$ cat src/rtl/clkmon_pkg.sv
// -----------------------------------------------------------------------------
// clkmon_pkg
// Shared types and constants for the divided-clock monitor.
//   clkmon_state_e   : monitor FSM states (SYNC, MEAS, LOCK)
//   clkmon_timeout() : saturation / timeout value of a CW-bit half-cycle counter
// Optional build macro used by the monitor: CLKMON_ERRCNT_EN (error counter).
// -----------------------------------------------------------------------------
package clkmon_pkg;

   typedef enum logic [1:0] {
      SYNC = 2'd0,
      MEAS = 2'd1,
      LOCK = 2'd2
   } clkmon_state_e;

   function automatic int unsigned clkmon_timeout(input int unsigned cw);
      return (32'd1 << cw) - 32'd1;
   endfunction

endpackage

$ cat src/rtl/clkdiv_monitor_if.sv
// -----------------------------------------------------------------------------
// clkdiv_monitor_if
// Bundles the divided clock under test and the monitor's measurement results.
//   f_in        : divided clock under test (driven by the master side)
//   period_hc   : last measured period, half-cycles
//   high_hc     : last measured high time, half-cycles
//   meas_valid  : one-cycle pulse, new period_hc/high_hc pair
//   ratio_err   : one-cycle pulse, wrong period or timeout
//   duty_err    : one-cycle pulse, duty outside tolerance
//   locked      : level, enough consecutive good periods
//   err_cnt     : saturating error count (only with CLKMON_ERRCNT_EN)
// Modports: master = divider / observer side, slave = monitor.
// -----------------------------------------------------------------------------
interface clkdiv_monitor_if #(
   parameter int CW = 8
);
   logic          f_in;
   logic [CW-1:0] period_hc;
   logic [CW-1:0] high_hc;
   logic          meas_valid;
   logic          ratio_err;
   logic          duty_err;
   logic          locked;
`ifdef CLKMON_ERRCNT_EN
   logic [15:0]   err_cnt;
`endif

   modport master (
      output f_in,
`ifdef CLKMON_ERRCNT_EN
      input  err_cnt,
`endif
      input  period_hc, high_hc, meas_valid, ratio_err, duty_err, locked
   );

   modport slave (
      input  f_in,
`ifdef CLKMON_ERRCNT_EN
      output err_cnt,
`endif
      output period_hc, high_hc, meas_valid, ratio_err, duty_err, locked
   );

endinterface

$ cat src/rtl/clkmon_edge_sampler.sv
// -----------------------------------------------------------------------------
// clkmon_edge_sampler
// Turns f_in into two ordered half-cycle samples per clk cycle and flags rising
// edges in each. smp0 is f_in captured on the falling clk edge (first half of
// the cycle), smp1 is f_in as seen at the rising edge (second half).
//   clk, rst : system clock (both edges used), async active-high reset
//   f_i      : divided clock under test
//   smp0_o   : first-half sample
//   smp1_o   : second-half sample
//   rise0_o  : rising edge at smp0 (relative to previous cycle's smp1)
//   rise1_o  : rising edge at smp1 (relative to smp0)
// -----------------------------------------------------------------------------
module clkmon_edge_sampler (
   input  logic clk,
   input  logic rst,
   input  logic f_i,
   output logic smp0_o,
   output logic smp1_o,
   output logic rise0_o,
   output logic rise1_o
);

   logic s_neg_q;
   logic prev_q;

   always_ff @(negedge clk or posedge rst) begin
      if (rst) s_neg_q <= 1'b0;
      else     s_neg_q <= f_i;
   end

   always_ff @(posedge clk or posedge rst) begin
      if (rst) prev_q <= 1'b0;
      else     prev_q <= f_i;
   end

   assign smp0_o  = s_neg_q;
   assign smp1_o  = f_i;
   assign rise0_o = s_neg_q & ~prev_q;
   assign rise1_o = f_i & ~s_neg_q;

endmodule

$ cat src/rtl/clkdiv_monitor.sv
// -----------------------------------------------------------------------------
// clkdiv_monitor
// Measures period and high time of a divided clock at half-cycle resolution and
// checks them against the expected ratio and duty tolerance; asserts locked
// after LOCK_N consecutive good periods.
//   clk  : system clock, both edges used
//   rst  : asynchronous, active-high reset
//   bus  : clkdiv_monitor_if.slave (f_in in; results out)
// Optional: define CLKMON_ERRCNT_EN to add bus.err_cnt, a saturating count of
// cycles carrying ratio_err or duty_err.
//
//   state | meaning
//   ------+-------------------------------------------------------------
//   SYNC  | waiting for the first rising edge; nothing is published
//   MEAS  | measuring periods, fewer than LOCK_N consecutive good ones
//   LOCK  | measuring periods, locked indication asserted
// -----------------------------------------------------------------------------
module clkdiv_monitor
   import clkmon_pkg::*;
#(
   parameter int EXP_DIV  = 5,
   parameter int CW       = 8,
   parameter int DUTY_TOL = 1,
   parameter int LOCK_N   = 3
) (
   input  logic             clk,
   input  logic             rst,
   clkdiv_monitor_if.slave  bus
);

   localparam int              CW1      = CW + 1;
   localparam int              GW       = $clog2(LOCK_N + 1);
   localparam logic [CW-1:0]   HC_MAX   = CW'(clkmon_timeout(CW));
   localparam logic [CW-1:0]   HC_EXP   = CW'(2 * EXP_DIV);
   localparam logic [CW:0]     TOL      = CW1'(DUTY_TOL);
   localparam logic [GW-1:0]   GOOD_MAX = GW'(LOCK_N);

   function automatic logic [CW-1:0] sat_inc(input logic [CW-1:0] v);
      return (v == HC_MAX) ? v : v + 1'b1;
   endfunction

   logic [1:0] smp;
   logic [1:0] rise;

   clkmon_edge_sampler u_sampler (
      .clk     (clk),
      .rst     (rst),
      .f_i     (bus.f_in),
      .smp0_o  (smp[0]),
      .smp1_o  (smp[1]),
      .rise0_o (rise[0]),
      .rise1_o (rise[1])
   );

   clkmon_state_e   state_q, state_d;
   logic [CW-1:0]   tot_q, tot_d;
   logic [CW-1:0]   hi_q, hi_d;
   logic [GW-1:0]   good_q, good_d;
   logic [CW-1:0]   period_q, high_q;
   logic            mv_q, ratio_q, duty_q, locked_q;

   logic            act;
   logic            pub;
   logic [CW-1:0]   tot, hi;
   logic [CW-1:0]   pub_tot, pub_hi;
   logic signed [CW:0] diff;
   logic [CW:0]     diff_abs;
   logic            mv_d, ratio_d, duty_d;

   always_comb begin
      state_d  = state_q;
      good_d   = good_q;
      tot      = tot_q;
      hi       = hi_q;
      act      = (state_q != SYNC);
      pub      = 1'b0;
      pub_tot  = '0;
      pub_hi   = '0;
      mv_d     = 1'b0;
      ratio_d  = 1'b0;
      duty_d   = 1'b0;
      diff     = '0;
      diff_abs = '0;

      // Two half-samples per cycle, oldest first. At most one of them can be a
      // rising edge, so at most one period closes per cycle. A rising edge
      // restarts both counters at 1 because the edge sample itself is high.
      for (int k = 0; k < 2; k++) begin
         if (rise[k]) begin
            if (act) begin
               pub     = 1'b1;
               pub_tot = tot;
               pub_hi  = hi;
            end
            act = 1'b1;
            tot = CW'(1);
            hi  = CW'(1);
         end else if (act) begin
            tot = sat_inc(tot);
            if (smp[k]) hi = sat_inc(hi);
         end
      end

      // Wrap-around in CW+1 bits is harmless: the true difference lies in
      // [-period, +period] and period never exceeds HC_MAX.
      diff     = {pub_hi, 1'b0} - {1'b0, pub_tot};
      diff_abs = diff[CW] ? $unsigned(-diff) : $unsigned(diff);

      if (pub) begin
         mv_d    = 1'b1;
         ratio_d = (pub_tot != HC_EXP);
         duty_d  = (diff_abs > TOL);
         if (ratio_d || duty_d) begin
            good_d  = '0;
            state_d = MEAS;
         end else begin
            if (good_q != GOOD_MAX) good_d = good_q + 1'b1;
            state_d = (good_d == GOOD_MAX) ? LOCK : MEAS;
         end
      end else if (state_q == SYNC) begin
         if (act) state_d = MEAS;
      end else if (tot == HC_MAX) begin
         ratio_d = 1'b1;
         good_d  = '0;
         state_d = SYNC;
         tot     = '0;
         hi      = '0;
      end

      tot_d = tot;
      hi_d  = hi;
   end

   always_ff @(posedge clk or posedge rst) begin
      if (rst) begin
         state_q  <= SYNC;
         tot_q    <= '0;
         hi_q     <= '0;
         good_q   <= '0;
         period_q <= '0;
         high_q   <= '0;
         mv_q     <= 1'b0;
         ratio_q  <= 1'b0;
         duty_q   <= 1'b0;
         locked_q <= 1'b0;
      end else begin
         state_q  <= state_d;
         tot_q    <= tot_d;
         hi_q     <= hi_d;
         good_q   <= good_d;
         mv_q     <= mv_d;
         ratio_q  <= ratio_d;
         duty_q   <= duty_d;
         // Follows the state one cycle late, so locked drops the cycle after
         // the error pulse that left LOCK.
         locked_q <= (state_q == LOCK);
         if (pub) begin
            period_q <= pub_tot;
            high_q   <= pub_hi;
         end
      end
   end

   assign bus.period_hc  = period_q;
   assign bus.high_hc    = high_q;
   assign bus.meas_valid = mv_q;
   assign bus.ratio_err  = ratio_q;
   assign bus.duty_err   = duty_q;
   assign bus.locked     = locked_q;

`ifdef CLKMON_ERRCNT_EN
   logic [15:0] err_cnt_q;

   always_ff @(posedge clk or posedge rst) begin
      if (rst) begin
         err_cnt_q <= '0;
      end else if ((ratio_d || duty_d) && (err_cnt_q != 16'hFFFF)) begin
         err_cnt_q <= err_cnt_q + 16'd1;
      end
   end

   assign bus.err_cnt = err_cnt_q;
`endif

endmodule
$ cat src/flat_wrapper.sv
// flat-port wrapper written by rule: the top's interface ports become plain ports
module clkdiv_monitor_flat import clkmon_pkg::*;
#(
   parameter int EXP_DIV  = 5,
   parameter int CW       = 8,
   parameter int DUTY_TOL = 1,
   parameter int LOCK_N   = 3
)
  (clk, rst, bus_f_in, bus_period_hc, bus_high_hc, bus_meas_valid, bus_ratio_err, bus_duty_err, bus_locked);
  clkdiv_monitor_if #(.CW(CW)) bus_i ();
  input  logic clk;
  input  logic rst;
  input wire logic [$bits(bus_i.f_in)-1:0] bus_f_in;
  output wire logic [$bits(bus_i.period_hc)-1:0] bus_period_hc;
  output wire logic [$bits(bus_i.high_hc)-1:0] bus_high_hc;
  output wire logic [$bits(bus_i.meas_valid)-1:0] bus_meas_valid;
  output wire logic [$bits(bus_i.ratio_err)-1:0] bus_ratio_err;
  output wire logic [$bits(bus_i.duty_err)-1:0] bus_duty_err;
  output wire logic [$bits(bus_i.locked)-1:0] bus_locked;
  assign bus_i.f_in = bus_f_in;
  assign bus_period_hc = bus_i.period_hc;
  assign bus_high_hc = bus_i.high_hc;
  assign bus_meas_valid = bus_i.meas_valid;
  assign bus_ratio_err = bus_i.ratio_err;
  assign bus_duty_err = bus_i.duty_err;
  assign bus_locked = bus_i.locked;
  clkdiv_monitor #(.EXP_DIV(EXP_DIV), .CW(CW), .DUTY_TOL(DUTY_TOL), .LOCK_N(LOCK_N)) u_core (.clk(clk), .rst(rst), .bus(bus_i));
endmodule
$ cat config.mk
export PLATFORM = sky130hd
export DESIGN_NAME = clkdiv_monitor_flat
export DESIGN_NICKNAME = d
export VERILOG_FILES = /design/src/rtl/clkmon_pkg.sv /design/src/rtl/clkdiv_monitor_if.sv /design/src/rtl/clkmon_edge_sampler.sv /design/src/rtl/clkdiv_monitor.sv /design/src/flat_wrapper.sv
export SDC_FILE = /design/constraint.sdc
export NUM_CORES = 1
export LEC_CHECK = 0
export CORE_MARGIN = 2
export CORE_UTILIZATION = 50
export DETAILED_ROUTE_END_ITERATION = 8
export DONT_BUFFER_PORTS = 1
export GPL_TIMING_DRIVEN = 0
export MAX_ROUTING_LAYER = met4
export PLACE_DENSITY_LB_ADDON = 0.05
export SETUP_SLACK_MARGIN = 0.1
export SYNTH_ARGS = -nofsm -noshare
export SYNTH_HDL_FRONTEND = slang
export SYNTH_SLANG_ARGS = --single-unit
export TNS_END_PERCENT = 50
$ cat constraint.sdc
create_clock -name clk -period 4.75 [get_ports clk]
set_clock_uncertainty 0.05 [all_clocks]
set_input_delay 0.95 -clock clk [delete_from_list [all_inputs] [get_ports clk]]
set_output_delay 0.95 -clock clk [all_outputs]
set_load 0.01 [all_outputs]
==> metrics <==
status finished with violations; largest net degree at the start of global routing 43; DR WL/cell 20.6 um; CTS tree done; drt pass-1 iters 5; Final Max Slew Viols 0; global route overflow 0; Least-Margin Pin Slew 877 ps; Post-Syn Nets 421; Post-DP HPWL 6.77 mm; final setup fails 22; critical-path cell list buf_6 -> nor2b_4 -> buf_8 -> o21ai_2 -> a211oi_2 -> inv_1 -> ha_2 -> or3_4 -> o211a_4 -> o22ai_4 -> xor2_2 -> buf_4 -> nand4_1 -> or2_4 -> a211oi_4 -> a22oi_2; Max Fanout on Critical Path 6; pwr/cell area 433 mW/mm^2; Hold Vio Cnt, Final 0; Post-Synthesis Cells 405; IO buf count 0; # hold bufs at CTS 0; routed vias 3728; Setup CP Type reg2reg; VDD IR max 0.000207 V; Design Area, Final 0.00482 mm^2; Hold Path Class reg2reg; H-tree depth 2; Rel. slew slack 0.414; Inserted Diodes 0; Area Overhead vs Synth 43.0%; Yosys cell types 74; Top Ports 23; CP startpoint kind register; routability cong. 0.933; Final #Nets 501; slowest stage delay, CP 380 ps; die height 86.1 um; initial core utilization 0.525; WP data arrival 6170 ps; post-route ant nets 0; Total Wirelength 11.6 mm; Die Area 0.00742 mm^2; dpl cells 482; Clk pin slew, worst setup/hold paths 90 ps; core outline area 0.00642 mm^2; final setup margin -1280 ps; CP required 4890 ps; Synth Area per Inst 8.33 um^2; FILL cells 455; clk_lat worst skew 310 ps; CTS max path bufs 2; asr flop ratio synth 1.00; most common cell after layout, fill and taps aside buf_4; Multi-input gate area 0.00270 mm^2; Mapped Area 0.00337 mm^2; sequential fraction of the synthesis area 0.312; GR Util All Layers 0.311; YS warnings 0; DR vias/cell 6.62; final cell count without fillers 563; setup TNS -19980 ps; max-cap violations 0; ys flop type dfrtp_1; placed inst area 0.00365 mm^2; Leakage 0.00206 uW; RSZ-0062 raised after global routing true; Crit. End Element register; number of synthesized flops with an enable pin 0; share of layout cells above drive strength 1 0.379; Storage cell area 0.00105 mm^2; failing checks setup timing; vias in the first global route 3566; most frequent cells in the layout buf_4, nand2_1, dfrtp_1; Die X 86.1 um; CP max stage cell dfrtn_1; Layout Utilization 0.751; DRC viols 0; Overall Power 2090 uW; first-pass GRT wire length 17.7 mm; clk sink count 42; Detailed Route Iter0 Violations 317; TritonCTS buffer count 5; initial antenna violation count 0; Clock Tree Root clkbuf_8; Site Rows 29; #FFs+latches synth 42
[worst paths after layout]
check	start	slack [ps]	to	depth (start not counted)
hold reg to reg	u_core.bus.period_hc[1]	500	u_core.bus.period_hc[1]	2
setup / recovery	u_core.u_sampler.smp0_o	-1280	u_core.state_q[0]	16
min in group asynchronous	rst	650	u_core.bus.period_hc[7]	1
max in group asynchronous	rst	1160	u_core.u_sampler.smp0_o	1
setup reg to reg	u_core.u_sampler.smp0_o	-1280	u_core.state_q[0]	16
hold / removal	u_core.bus.period_hc[1]	500	u_core.bus.period_hc[1]	2
[worst max-delay path: cells and delay by family, from the launching register on]
| family | cells | cell delay (ps) |
|---|---|---|
| XOR/XNOR | 1 | 170 |
| AO/OA/AOI/OAI | 6 | 1230 |
| adder cells (fa/ha/maj) | 1 | 220 |
| AND/OR/NAND/NOR | 4 | 950 |
| buffers and inverters | 4 | 530 |
| flip-flops | 1 | 380 |
[repair_timing]
item,4_1_cts,5_1_grt
cloned,1,1
pin swaps,42,32
endpoints found under the hold margin,0,0
endpoints found under the setup margin,22,22
gates resized for setup,54,41
setup buffers,63,11
[power by group]
group | switching (uW) | internal [uW]
Clock | 137 | 117
Combinational | 692 | 648
Sequential | 78.8 | 416
[per-layer routing]
| layer | vias to the layer above | track usage | part of all wire |
|---|---|---|---|
| met3 | 61 | 0.0568 | 0.081 |
| met4 | 0 | 0.130 | 0.046 |
| li1 | 1668 | - | - |
| met1 | 1781 | 0.399 | 0.39 |
| met2 | 218 | 0.485 | 0.48 |
| met5 | - | - | 0 |
[area by class of cell]
| cell class | instances | area share |
|---|---|---|
| well taps | 77 | 0.0200 |
| clock buffers | 6 | 0.0171 |
| clock inverters | 2 | 0.00259 |
| flip-flops and latches | 42 | 0.218 |
| plain buffers | 22 | 0.0379 |
| repair buffers | 74 | 0.133 |
| inverters | 14 | 0.0109 |
| multi-input cells | 326 | 0.560 |
[logic make-up (layout without fill, tap and decap cells)]
family | after synthesis | after routing | synth area share
xor+xnor | 16 | 16 | 0.0438
fa+ha+maj | 13 | 13 | 0.0504
compound gates | 119 | 119 | 0.260
simple gates | 173 | 173 | 0.273
buf+inv | 37 | 118 | 0.0467
mux | 5 | 5 | 0.0148
flops | 42 | 42 | 0.312
[flip-flops by register name, indices dropped and copies added (netlist names)]
signal / cells
u_core.tot_q: 8
u_core.u_sampler.smp0_o: 1
u_core.bus.duty_err: 1
u_core.hi_q: 8
u_core.u_sampler.prev_q: 1
u_core.bus.locked: 1
u_core.bus.period_hc: 8
u_core.good_q: 2
u_core.state_q: 2
u_core.bus.ratio_err: 1
u_core.bus.meas_valid: 1
u_core.bus.high_hc: 8
[stage by stage]
stage | hold slack (ps) | setup WS (ps)
finish | 498 | -1280
global route | 524 | -1550
CTS | 499 | -1130
detailed placement | 475 | -1580
global placement | 458 | -1550
floorplan | 422 | -963
[synth_stat cells, drive strengths merged, types with 6 or more instances]
cell / count / area (um^2)
nand3: 11 / 60.1
buf: 9 / 51.3
a31oi: 7 / 43.8
nor3: 11 / 60.1
and3: 9 / 56.3
a22oi: 6 / 45.0
xor2: 10 / 95.1
nand4: 16 / 100
nand2b: 6 / 37.5
ha: 12 / 150
dfrtp: 41 / 1030
a211oi: 7 / 57.6
nor2: 34 / 128
o21ai: 20 / 100
nor2b: 7 / 43.8
a21o: 10 / 75.1
o211ai: 7 / 52.6
a21oi: 21 / 105
clkbuf: 14 / 53.8
xnor2: 6 / 52.6
inv: 14 / 52.6
nand2: 50 / 188
Note: power is estimated with default switching activity, not from simulation.
